==> src/rtl/midi_msg_parser.sv <==
// midi_msg_parser
//   Turns the MIDI byte stream from the UART receiver into monophonic note
//   state for the oscillator tuning lookup (o_note) and the envelope stage
//   (o_gate/o_velocity).
//
//   The parser supports running status, channel filtering, real-time
//   transparency and last-note priority.
//
//   Optional feature macro: MIDI_PITCH_BEND_EN
//     When it is defined, the parser adds the o_pitch_bend and o_bend_stb
//     ports and decodes Ex messages.
//     When it is undefined, Ex messages are parsed and then discarded.
//
// state   | meaning
// --------+-----------------------------------------------
// IDLE    | no valid running status, data bytes discarded
// WAIT_D1 | channel status held, expecting data byte 1
// WAIT_D2 | data byte 1 stored, expecting data byte 2
//
// Ports
//   i_clk, i_rst_n      clock, async active-low reset
//   i_rx_byte/valid     byte from the UART, one-cycle valid strobe
//   o_note/o_velocity   currently sounding note and its velocity
//   o_gate              high while o_note is held
//   o_evt_note          note number of the latest on/off event
//   o_note_on_stb       1-cycle note-on pulse
//   o_note_off_stb      1-cycle note-off pulse
//   o_pitch_bend        14-bit bend value, 0x2000 = centre (feature build only)
//   o_bend_stb          1-cycle bend update pulse (feature build only)
module midi_msg_parser #(
  parameter int MIDI_CHANNEL = 0,
  parameter bit OMNI         = 1'b0
) (
  input  logic        i_clk,
  input  logic        i_rst_n,
  input  logic [7:0]  i_rx_byte,
  input  logic        i_rx_valid,
  output logic [6:0]  o_note,
  output logic [6:0]  o_velocity,
  output logic        o_gate,
  output logic [6:0]  o_evt_note,
  output logic        o_note_on_stb,
  output logic        o_note_off_stb
`ifdef MIDI_PITCH_BEND_EN
  ,
  output logic [13:0] o_pitch_bend,
  output logic        o_bend_stb
`endif
);

  typedef enum logic [1:0] {IDLE, WAIT_D1, WAIT_D2} state_t;

  state_t     r_state;
  logic [3:0] r_status;
  logic       r_match;
  logic [6:0] r_d1;

  logic       w_realtime;
  logic       w_syscom;
  logic       w_chan_status;
  logic       w_data;
  logic [6:0] w_d2;
  logic       w_ch_match;

  assign w_realtime    = (i_rx_byte[7:3] == 5'b11111);
  assign w_syscom      = (i_rx_byte[7:3] == 5'b11110);
  assign w_chan_status = i_rx_byte[7] && (i_rx_byte[7:4] != 4'hF);
  assign w_data        = ~i_rx_byte[7];
  assign w_d2          = i_rx_byte[6:0];
  assign w_ch_match    = OMNI || (i_rx_byte[3:0] == 4'(MIDI_CHANNEL));

  always_ff @(posedge i_clk or negedge i_rst_n) begin
    if (!i_rst_n) begin
      r_state        <= IDLE;
      r_status       <= 4'h0;
      r_match        <= 1'b0;
      r_d1           <= 7'd0;
      o_note         <= 7'd0;
      o_velocity     <= 7'd0;
      o_gate         <= 1'b0;
      o_evt_note     <= 7'd0;
      o_note_on_stb  <= 1'b0;
      o_note_off_stb <= 1'b0;
`ifdef MIDI_PITCH_BEND_EN
      o_pitch_bend   <= 14'h2000;
      o_bend_stb     <= 1'b0;
`endif
    end else begin
      o_note_on_stb  <= 1'b0;
      o_note_off_stb <= 1'b0;
`ifdef MIDI_PITCH_BEND_EN
      o_bend_stb     <= 1'b0;
`endif
      // Real-time bytes fall through every branch below untouched.
      if (i_rx_valid && !w_realtime) begin
        if (w_syscom) begin
          r_state <= IDLE;
        end else if (w_chan_status) begin
          r_status <= i_rx_byte[7:4];
          r_match  <= w_ch_match;
          r_state  <= WAIT_D1;
        end else if (w_data) begin
          case (r_state)
            WAIT_D1: begin
              // Cx/Dx are single-data messages with no output effect.
              if (r_status != 4'hC && r_status != 4'hD) begin
                r_d1    <= i_rx_byte[6:0];
                r_state <= WAIT_D2;
              end
            end
            WAIT_D2: begin
              r_state <= WAIT_D1;
              if (r_match) begin
                case (r_status)
                  4'h9, 4'h8: begin
                    if (r_status == 4'h9 && w_d2 != 7'd0) begin
                      o_note        <= r_d1;
                      o_velocity    <= w_d2;
                      o_gate        <= 1'b1;
                      o_evt_note    <= r_d1;
                      o_note_on_stb <= 1'b1;
                    end else begin
                      o_evt_note     <= r_d1;
                      o_note_off_stb <= 1'b1;
                      // Last-note priority: releasing an older note keeps the gate.
                      if (r_d1 == o_note) o_gate <= 1'b0;
                    end
                  end
                  4'hB: begin
                    if (r_d1 == 7'd123 && o_gate) begin
                      o_gate         <= 1'b0;
                      o_evt_note     <= o_note;
                      o_note_off_stb <= 1'b1;
                    end
                  end
`ifdef MIDI_PITCH_BEND_EN
                  4'hE: begin
                    o_pitch_bend <= {w_d2, r_d1};
                    o_bend_stb   <= 1'b1;
                  end
`endif
                  default: ;
                endcase
              end
            end
            default: ;
          endcase
        end
      end
    end
  end

endmodule

==> config.mk <==
export PLATFORM = sky130hd
export DESIGN_NAME = midi_msg_parser
export DESIGN_NICKNAME = d
export VERILOG_FILES = /design/src/rtl/midi_msg_parser.sv
export SDC_FILE = /design/constraint.sdc
export NUM_CORES = 1
export LEC_CHECK = 0
export CAP_MARGIN = 20
export CELL_PAD_IN_SITES_DETAIL_PLACEMENT = 1
export CELL_PAD_IN_SITES_GLOBAL_PLACEMENT = 1
export CORE_MARGIN = 2
export CORE_UTILIZATION = 40
export DETAILED_ROUTE_END_ITERATION = 6
export PLACE_DENSITY_LB_ADDON = 0.25
export REMOVE_ABC_BUFFERS = 1
export SLEW_MARGIN = 20
export SYNTH_ARGS = -nofsm -noshare
export SYNTH_HDL_FRONTEND = slang
export SYNTH_SLANG_ARGS = --single-unit
==> constraint.sdc <==
create_clock -name i_clk -period 2 [get_ports i_clk]
set_clock_uncertainty 0.15 [all_clocks]
set_input_delay 0.4 -clock i_clk [delete_from_list [all_inputs] [get_ports i_clk]]
set_output_delay 0.4 -clock i_clk [all_outputs]
set_load 0.03 [all_outputs]
Yosys cells after proc, flatten, opt, wreduce, memory -nomap -nowiden
Cells that the tools add are included.
- output and inout bits: 24
- word-level logic and storage cells: 74
- register bits: 38
- equality and inequality tests: 16
- mux-type cells: 28
- reduce and logical (&&, ||, !) cells: 17
- bitwise gates (word level): 3
- operators by type and width (operator ; count):
    $mux 1 ; 19
    $ne 4x4->1 const B ; 4
    $reduce_and 8->1 ; 2
    $pmux 7 s2 ; 1
    $eq 4x4->1 const B ; 3
    $eq 5x5->1 const B ; 2
    $reduce_and 9->1 ; 1
    $mux 2 ; 4
    $eq 7x7->1 ; 1
    $eq 7x7->1 const B ; 1
    $mux 7 ; 1
    $reduce_bool 7->1 ; 1
    $reduce_and 6->1 ; 1
    $logic_and 1x1->1 ; 5
    $logic_not 4->1 ; 1
    $pmux 1 s2 ; 2
    $pmux 2 s2 ; 1
    $reduce_and 4->1 ; 1
    $reduce_bool 4->1 ; 1
    $ne 3x1->1 const B ; 1
    $ne 3x3->1 const B ; 1
    $not 1->1 ; 3
    $reduce_and 3->1 ; 1
    $eq 2x1->1 const B ; 1
    other kinds (5) ; 5

Depth between registers and ports, before layout
Gate-level depths: netlist (run 1).
- word-level depth: 10
- gate-level depth with buffers: 8

Worst setup path before layout (run 1)
OpenSTA, ideal clock, no wires.
- kind: reg-to-reg
- start point: reg r_status[1]
- end point: reg o_note[0]
- setup slack: 0.192 ns
- period minus slack after synthesis: 1.808 ns
- path buffers: 1
- cell stages (with the launch flop): 6
- required time: 1.733 ns
- arrival time: 1.541 ns
- cell sequence: dfrtp_1 > or3b_1 > a2111o_1 > buf_2 > nand2_1 > nand2_1
- longest elaborated chain between the ends: 3
- ends and longest elaborated chain (what ; RTL line ; source):
    start, declared ; 54 ; logic [3:0] r_status;
    start signal, assigned ; 99 ; r_status <= i_rx_byte[7:4];
    $eq 4x4->1, on equally long branches ; 114, 116 ;
    $reduce_or 2->1 / $logic_and 1x1->1 (equally long branches) ; 114, 116 ;
    $reduce_and 8->1 (no line) (*) ; -- ;
    end signal, assigned ; 117 ; o_note <= r_d1;
    end, declared ; 38 ; output logic [6:0] o_note,
Every way passes the cells marked *; elsewhere a longest branch is shown, timed or not.
A chain may end at the register's enable or synchronous reset.

Final worst setup path (run 1)
- start point: reg o_note[1]
- end point: out o_note[1]
No word-level cell between the ends.

==> results of run 1 <==
[sequential cells by signal, summed over array words and instances, names as in the netlist]
name	cells
o_note_off_stb	1
o_velocity	7
o_note_on_stb	1
r_match	1
r_d1	7
o_evt_note	7
o_note	7
o_gate	1
r_status	4
r_state	2
[placed cells by master, fill, tap and decap left out, types with 2 or more instances in the layout]
| master | count |
|---|---|
| sky130_fd_sc_hd__inv_1 | 3 |
| sky130_fd_sc_hd__nand2_1 | 45 |
| sky130_fd_sc_hd__clkbuf_8 | 6 |
| sky130_fd_sc_hd__nand4b_1 | 2 |
| sky130_fd_sc_hd__mux2_2 | 20 |
| sky130_fd_sc_hd__xor2_1 | 7 |
| sky130_fd_sc_hd__buf_4 | 15 |
| sky130_fd_sc_hd__and3b_1 | 2 |
| sky130_fd_sc_hd__clkdlybuf4s50_1 | 28 |
| sky130_fd_sc_hd__dfrtp_1 | 38 |
| sky130_fd_sc_hd__nor3b_1 | 2 |
| sky130_fd_sc_hd__dlymetal6s2s_1 | 5 |
| sky130_fd_sc_hd__bufinv_16 | 2 |
| sky130_fd_sc_hd__ha_1 | 2 |
| sky130_fd_sc_hd__nand2b_1 | 2 |
| sky130_fd_sc_hd__mux2_1 | 5 |
| sky130_fd_sc_hd__nor3_1 | 2 |
| sky130_fd_sc_hd__nand3_1 | 2 |
| sky130_fd_sc_hd__a21oi_1 | 3 |
[routing by layer]
layer / track usage (%) / vias up
li1: - / 642
met1: 26.0 / 701
met2: 35.3 / 28
met3: 6.20 / 9
met4: 7.05 / 0
met5: 0 / -
[cell type report]
type / instances / area share (%)
clock buffer: 6 / 3.40
clock inverter: 2 / 2.47
inverter: 4 / 0.722
multi-input combinational: 111 / 32.6
sequential: 38 / 39.2
tap: 52 / 2.68
timing repair buffer: 49 / 19.0
[path summary, 6_finish.rpt]
check | end | from | cells past startpoint
hold reg to reg | o_velocity[4] | o_velocity[4] | 2
max in group asynchronous | o_evt_note[0] | i_rst_n | 2
setup reg to reg | o_velocity[2] | r_status[2] | 5
hold / removal | o_velocity[4] | i_rst_n | 2
min in group i_clk | o_velocity[4] | o_velocity[4] | 2
setup / recovery | o_note[1] | o_note[1] | 1
[worst register-to-register path: cells and delay by family (launching register included)]
| kind | cells | cell delay, ps |
|---|---|---|
| DFF | 1 | 420 |
| and+or+nand+nor | 3 | 540 |
| buffers and inverters | 1 | 200 |
| AOI/OAI and AO/OA | 1 | 500 |
[power by group]
| group | internal (mW) | leakage, nW | total [mW] | switching [mW] |
|---|---|---|---|---|
| clock | 0.532 | 0.0714 | 0.813 | 0.281 |
| combinational | 0.299 | 0.700 | 0.559 | 0.260 |
| sequential | 0.887 | 0.501 | 1.04 | 0.150 |
[timing repair]
item                                    4_1_cts  5_1_grt
pin swaps                                     0        1
endpoints found under the setup margin        4       14
gates resized for setup                       2        7
[cells by family (layout without fill, tap and decap cells)]
group,count (synthesis),in the layout
and+or+nand+nor,65,65
DFF,38,38
muxes,26,26
AOI/OAI and AO/OA,11,11
buffers and inverters,8,61
xor gates and xnor gates,7,7
adders and majority gates,2,2
==> impl_metrics.yaml, run 1 <==
sta:
  clock_period_minus_worst_slack_ps: 1950
  totalNegativeSetupSlack_ps: 0
  setup-violations-final: 0
  finalHoldViolations: 15
  clock.fmax_mhz: 512
  final.setup.worst_slack_ps: 47.0
  worst_max_slew_pin_slew_ps: 487
  timing_max_transition_violations_final: 0
  holdWs_ps: -7.84
  finalCritPeriodShare_pct: 97.6
  maxSlewHeadroom_pct: 67.6
  unrepaired_setup_endpoints_after_global_routing: "no"
cts:
  cts.reportedPaths.clkPinSlew_ps: 70
  cts_made_buffers: 5
  clock_insertion_delay_at_the_later_pin_of_the_skew_report_ps: 300
  cts_tree: "done"
  cts.repair_timing.setup_buffer_count: 0
  cts_max_level: 2
  cts.sink_count: 38
  cts_buffer_depth: 2
  cts_hold_buf: 0
  cts_root_buffer: "sky130_fd_sc_hd__clkbuf_8"
final_layout:
  postLayoutCellArea_um2: 2430
  final_nets: 222
  fillcell_total: 461
  fin_util_pct: 56.5
  areaGrowthSynthToFinish_pct: 37.7
  layoutNonFillerInstCount: 262
  seq_area_um2: 951
  n_antenna_cell: 0
  multi_input_area_um2: 791
  post_route_cells_drive_above_1_share_pct: 22.9
worst_setup_path:
  critical_path_class: "flop to primary output"
  worstSetupStartpointType: "flop"
  crit_path_max_fanout: 4
  slowest_stage: "sky130_fd_sc_hd__clkdlybuf4s50_1"
  r2r_setup_slack_ps: 70
  critPathRequiredTime_ps: 1450
  timing.critical_path.to_type: "primary output"
  worst_path_largest_cell_delay_ps: 700
  crit_chain: "clkdlybuf4s50_1"
  cp_data_arrival_time_ps: 1400
  critical_path.top_delay_family: "buffers and inverters"
  crit_buf_inv: 1
place:
  gp_congestion: 0.763
  place.detailed.instances: 254
  io_buffer_count: 34
  post-dp-hpwl_um: 3340
  placed_cell_area_um2: 2250
  dp_slack_ps: -294
synth:
  count_of_mapped_cells_out_of_synthesis: 157
  synth-edff-count: 0
  synth_compound_area_share_pct: 4.68
  mux_share_of_post_synthesis_cell_area_pct: 16.5
  post_synth.cell_area_avg_um2: 11.2
  synth_xor_area_share_pct: 3.48
  synth_top_area_share_pct: 53.9
  async_reset_ff_share_pct: 100
  synthAdderAreaFrac_pct: 1.42
  synth.cells.most_frequent: "sky130_fd_sc_hd__nand2_1, sky130_fd_sc_hd__dfrtp_1, sky130_fd_sc_hd__mux2_2"
  mappedNetlistArea_um2: 1760
  yosys-top-cells-area: "sky130_fd_sc_hd__dfrtp_1, sky130_fd_sc_hd__mux2_2, sky130_fd_sc_hd__nand2_1, sky130_fd_sc_hd__xor2_1, sky130_fd_sc_hd__mux2_1"
  ys_dominant_reg_cell: "sky130_fd_sc_hd__dfrtp_1"
  yosys.cell_count.top_type: "sky130_fd_sc_hd__nand2_1"
  synth-warning-count: 0
  synth_simple_gate_area_share_pct: 17.7
  yosys_register_bits: 38
  synth-seq-area-share_pct: 53.9
  combinational_family_with_the_most_area_after_synthesis: "simple AND/OR/NAND/NOR gates"
  yosys.area.top_type: "sky130_fd_sc_hd__dfrtp_1"
  synthDistinctLibCells: 34
grt:
  grt_start_max_net_pins: 39
  antenna_found_initial: 0
  grt_pass1_vias: 1560
  grt_pass1_wl_um: 8030
  global_route.overflow_total: 0
  track_usage_pct: 21.1
floorplanning:
  core_region_area_um2: 4290
  start_util_pct: 41.1
  placement_rows: 24
  pin_count: 35
  die_h_um: 70.4
  die_width_um: 70.4
  die_ar_um2: 4950
drt:
  final_antenna_net_count: 0
  detail_route.wirelength.met1_um: 2040
  dr_wl_met3_um: 159
  highest-signal-layer: "met4"
  num_vias: 1380
  drc: 0
  wl_um: 4630
  drt-wirelength-per-cell_um: 17.7
  dr.pass1.iters: 4
  drt-initial-drc-count: 48
  met2_length_um: 2370
  via_per_inst: 5.27
power_and_ir_drop:
  finalPower_mw: 2.41
  static-leakage-power_nw: 1.27
  vdd_drop_max_mv: 0.512
  power.density_nw_per_um2: 992
run:
  max_cap_viol_count: 0
status:
  failed_checks: "negative hold slack"
  run_status: "finished, violations left"
min_path:
  hold_path_class: "input pin to async pin"
(Power assumes the default switching activity.)
==> run 2, diff against run 1 <==
==> constraint.sdc (replaced) <==
create_clock -name i_clk -period 2.5 [get_ports i_clk]
set_clock_uncertainty 0.15 [all_clocks]
set_input_delay 0.5 -clock i_clk [delete_from_list [all_inputs] [get_ports i_clk]]
set_output_delay 0.5 -clock i_clk [all_outputs]
set_load 0.03 [all_outputs]
==> impl_metrics.yaml, run 2 (synthesis gave the netlist of run 1 again) <==
status:
  run_status: "finished clean"
floorplanning:
  die_ar_um2: 4950
  core_region_area_um2: 4290
  die_width_um: 70.4
  placement_rows: 24
  die_h_um: 70.4
  pin_count: 35
  start_util_pct: 41.1
grt:
  antenna_found_initial: 0
  grt_start_max_net_pins: 39
  grt_pass1_wl_um: 7570
  global_route.overflow_total: 0
  grt_pass1_vias: 1438
  track_usage_pct: 20.2
place:
  dp_slack_ps: 130
  place.detailed.instances: 247
  placed_cell_area_um2: 2200
  io_buffer_count: 34
  gp_congestion: 0.763
  post-dp-hpwl_um: 3230
sta:
  finalHoldViolations: 0
  maxSlewHeadroom_pct: 42.8
  unrepaired_setup_endpoints_after_global_routing: "no"
  worst_max_slew_pin_slew_ps: 859
  finalCritPeriodShare_pct: 83.4
  setup-violations-final: 0
  clock.fmax_mhz: 480
  holdWs_ps: 165
  totalNegativeSetupSlack_ps: 0
  clock_period_minus_worst_slack_ps: 2080
  timing_max_transition_violations_final: 0
  final.setup.worst_slack_ps: 416
power_and_ir_drop:
  power.density_nw_per_um2: 742
  vdd_drop_max_mv: 0.338
  finalPower_mw: 1.70
  static-leakage-power_nw: 1.12
worst_setup_path:
  critical_path.top_delay_family: "buffers and inverters"
  worst_path_largest_cell_delay_ps: 720
  crit_path_max_fanout: 4
  timing.critical_path.to_type: "primary output"
  worstSetupStartpointType: "flop"
  cp_data_arrival_time_ps: 1430
  slowest_stage: "sky130_fd_sc_hd__clkdlybuf4s50_1"
  critical_path_class: "flop to primary output"
  critPathRequiredTime_ps: 1850
  crit_chain: "clkdlybuf4s50_1"
  crit_buf_inv: 1
cts:
  cts_buffer_depth: 2
  cts_max_level: 2
  cts_root_buffer: "sky130_fd_sc_hd__clkbuf_8"
  cts_tree: "done"
  post_cts.resized_instances: 0
  cts_hold_buf: 0
  cts.sink_count: 38
  cts.repair_timing.setup_buffer_count: 0
  clock_insertion_delay_at_the_later_pin_of_the_skew_report_ps: 290
  cts.reportedPaths.clkPinSlew_ps: 70
  cts_made_buffers: 5
drt:
  dr.pass1.iters: 4
  num_vias: 1335
  drc: 0
  final_antenna_net_count: 0
  wl_um: 4430
  drt-initial-drc-count: 54
  drt-wirelength-per-cell_um: 17.4
  via_per_inst: 5.24
final_layout:
  layoutNonFillerInstCount: 255
  post_route_cells_drive_above_1_share_pct: 19.2
  mostFrequentLayoutCell: "sky130_fd_sc_hd__nand2_1"
  final_nets: 215
  areaGrowthSynthToFinish_pct: 30.2
  final_cell_mix: "sky130_fd_sc_hd__nand2_1, sky130_fd_sc_hd__dfrtp_1, sky130_fd_sc_hd__clkdlybuf4s50_1"
  postLayoutCellArea_um2: 2290
  n_antenna_cell: 0
  fin_util_pct: 53.4
min_path:
  hold_path_class: "input pin to async pin"
run:
  max_cap_viol_count: 0
run 2: final timing paths:
| kind | startpoint | cells past startpoint | slack [ps] | endpoint |
|---|---|---|---|---|
| min in group i_clk | o_velocity[2] | 2 | 330 | o_velocity[2] |
| max in group asynchronous | i_rst_n | 1 | 1500 | o_note[2] |
| max reg2reg | r_status[1] | 5 | 500 | o_gate |
| min | i_rst_n | 1 | 160 | r_state[1] |
| max | o_note[3] | 1 | 420 | o_note[3] |
| min reg2reg | o_velocity[2] | 2 | 330 | o_velocity[2] |
run 2: layer usage:
metal  vias to the layer above  routed length (um)  part of all wire (%)  global-route usage [%]
li1                        632                   -                     -                       -
met1                       672                2060                    46                    25.7
met2                        26                2160                    49                    33.1
met3                         5                 156                   3.5                    5.63
met4                         0                  54                   1.2                    6.41
met5                         -                   0                     0                       0
run 2: final cells by class:
type                    instances  area, um2
fillers                       465       2000
flip-flops and latches         38        951
multi-input cells             111        773
repair buffers                 42        395
clock buffers                   6       82.6
well taps                      52       65.1
inverters                       4       15.0
clock inverters                 2       12.5
run 2: report_power, final:
part	switching (mW)	internal (mW)
registers	0.126	0.710
clock network	0.220	0.222
logic	0.198	0.227
==> run 3, diff against run 2 <==
--- a/config.mk
+++ b/config.mk
@@ -9,7 +9,7 @@
 export CELL_PAD_IN_SITES_DETAIL_PLACEMENT = 1
 export CELL_PAD_IN_SITES_GLOBAL_PLACEMENT = 1
 export CORE_MARGIN = 2
-export CORE_UTILIZATION = 40
+export CORE_UTILIZATION = 36
 export DETAILED_ROUTE_END_ITERATION = 6
 export PLACE_DENSITY_LB_ADDON = 0.25
 export REMOVE_ABC_BUFFERS = 1
==> constraint.sdc (replaced) <==
create_clock -name i_clk -period 1.7 [get_ports i_clk]
set_clock_uncertainty 0.15 [all_clocks]
set_input_delay 0.34 -clock i_clk [delete_from_list [all_inputs] [get_ports i_clk]]
set_output_delay 0.34 -clock i_clk [all_outputs]
set_load 0.03 [all_outputs]
==> impl_metrics.yaml, run 3 (synthesis gave the netlist of run 1 again) <==
status:
  run_status: "finished, violations left"
  failed_checks: "negative setup slack"
floorplanning:
  die_width_um: 74.0
  placement_rows: 25
  pin_count: 35
  die_ar_um2: 5470
  start_util_pct: 37.3
  die_h_um: 74.0
  core_region_area_um2: 4720
sta:
  timing_max_transition_violations_final: 0
  clock_period_minus_worst_slack_ps: 1980
  maxSlewHeadroom_pct: 65.4
  worst_max_slew_pin_slew_ps: 519
  finalHoldViolations: 0
  clock.fmax_mhz: 506
  finalCritPeriodShare_pct: 116
  final.setup.worst_slack_ps: -276
  unrepaired_setup_endpoints_after_global_routing: "yes"
  setup-violations-final: 32
power_and_ir_drop:
  finalPower_mw: 3.10
  static-leakage-power_nw: 1.55
  power.density_nw_per_um2: 1080
  vdd_drop_max_mv: 0.435
drt:
  via_per_inst: 5.02
  wl_um: 6040
  dr.pass1.iters: 4
  drt-initial-drc-count: 75
  drc: 0
  final_antenna_net_count: 0
  drt-wirelength-per-cell_um: 19.7
  num_vias: 1542
worst_setup_path:
  timing.critical_path.to_type: "flop"
  worstSetupStartpointType: "flop"
  critPathRequiredTime_ps: 1790
  cp_data_arrival_time_ps: 2060
  worstRegToRegCells: 7
  slowest_stage: "sky130_fd_sc_hd__a2111o_1"
  worstReg2RegEnd: "o_note[1]"
  crit_chain: "or3b_4 > a2111o_1 > inv_2 > buf_6 > buf_6 > nand2_2 > nand2_2"
  r2r_setup_slack_ps: -280
  timing.rr.start: "r_status[2]"
  destination_of_the_critical_timing_path: "o_note[1]"
  critical_path_startpoint: "r_status[2]"
  critical_path_class: "flop to flop"
  crit_path_max_fanout: 4
  worst_path_largest_cell_delay_ps: 470
cts:
  cts_max_level: 2
  cts_tree: "done"
  clock_insertion_delay_at_the_later_pin_of_the_skew_report_ps: 300
  cts.sink_count: 38
  cts.reportedPaths.clkPinSlew_ps: 70
  cts_made_buffers: 5
  cts_root_buffer: "sky130_fd_sc_hd__clkbuf_8"
  cts_buffer_depth: 2
grt:
  grt.met3_usage_pct: 5.42
  track_usage_pct: 24.0
  grt_pass1_wl_um: 9460
  antenna_found_initial: 0
  grt_start_max_net_pins: 39
  global_route.overflow_total: 0
  globalRouteMet2Util_pct: 43.2
  met1_usage_pct: 28.7
  grt_pass1_vias: 1799
  busiest_layer_in_global_routing: "met2"
place:
  dp_slack_ps: -455
  gp_congestion: 0.814
  place.detailed.instances: 289
  io_buffer_count: 34
  post-dp-hpwl_um: 3720
min_path:
  hold_depth: 2
  hold_path_class: "flop to flop"
final_layout:
  final_cell_mix: "sky130_fd_sc_hd__dfrtp_1, sky130_fd_sc_hd__buf_4, sky130_fd_sc_hd__dlygate4sd2_1"
  n_antenna_cell: 0
  mostFrequentLayoutCell: "sky130_fd_sc_hd__dfrtp_1"
  post_route_cells_drive_above_1_share_pct: 52.1
  final_nets: 254
  areaGrowthSynthToFinish_pct: 63.3
  layoutNonFillerInstCount: 307
run:
  max_cap_viol_count: 0
-- run 3: changes by cell type in the layout (fill, tap and decap cells not counted), sizes merged --
cell / change
clkbuf: +1
dlygate4sd2: +27
dlygate4sd3: +1
clkinv: -1
clkinvlp: -1
buf: +37
clkdlybuf4s15: +1
clkdlybuf4s50: -28
-- run 3: worst max-delay path: cells and delay by family (launching register included) --
kind	cells	cell delay (ps)
AO/OA/AOI/OAI	1	470
buffers and inverters	3	370
flip-flops	1	390
AND/OR/NAND/NOR	3	520
-- run 3: power by group --
part / switching, mW / internal, mW / leakage [nW] / total [mW]
registers: 0.116 / 1.05 / 0.499 / 1.16
logic: 0.600 / 0.709 / 1.00 / 1.31
clock network: 0.319 / 0.313 / 0.0431 / 0.631
total: 1.03 / 2.07 / 1.55 / 3.10
-- run 3: final cells by class --
type / count / area, um2
Clock buffer: 6 / 82.6
Tap cell: 67 / 83.8
Fill cell: 505 / 1840
Sequential cell: 38 / 952
Timing Repair Buffer: 81 / 707
Multi-Input combinational cell: 111 / 1040
Inverter: 4 / 15.0
-- run 3: metrics by stage --
step / TNS (ps) / util, % / hold slack [ps] / area (um2)
2_1_floorplan: -5490 / - / -106 / 1740
3_3_place_gp: -11600 / 51.5 / 266 / 2430
3_5_place_dp: -13790 / 51.5 / 277 / 2430
4_1_cts: -4420 / 58.6 / 330 / 2770
5_1_grt: -7080 / 61.0 / 362 / 2880
6_report: -5720 / 61.0 / 334 / 2880
-- run 3: layer usage --
metal	share of wire [%]	vias up
met2	53	28
li1	-	703
met1	43	800
met4	1.8	0
met5	0	-
met3	2.6	11
-- run 3: how the worst min path moves through the flow --
stage	slack, ps	startpoint	endpoint
global placement	270	i_rst_n	r_state[0]
detailed placement	280	i_rst_n	r_state[0]
finish	330	o_velocity[2]	o_velocity[2]
global route	360	o_velocity[1]	o_velocity[1]
floorplan	-110	i_rst_n	o_evt_note[0]
CTS	330	o_velocity[6]	o_velocity[6]
-- run 3: timing repair --
action,CTS,global route
hold endpoints to repair,38,0
hold buffers,1,0
resized for setup,79,32
setup buffers,9,8
setup endpoints to repair,60,38
gates cloned,1,0
pin swaps,27,18
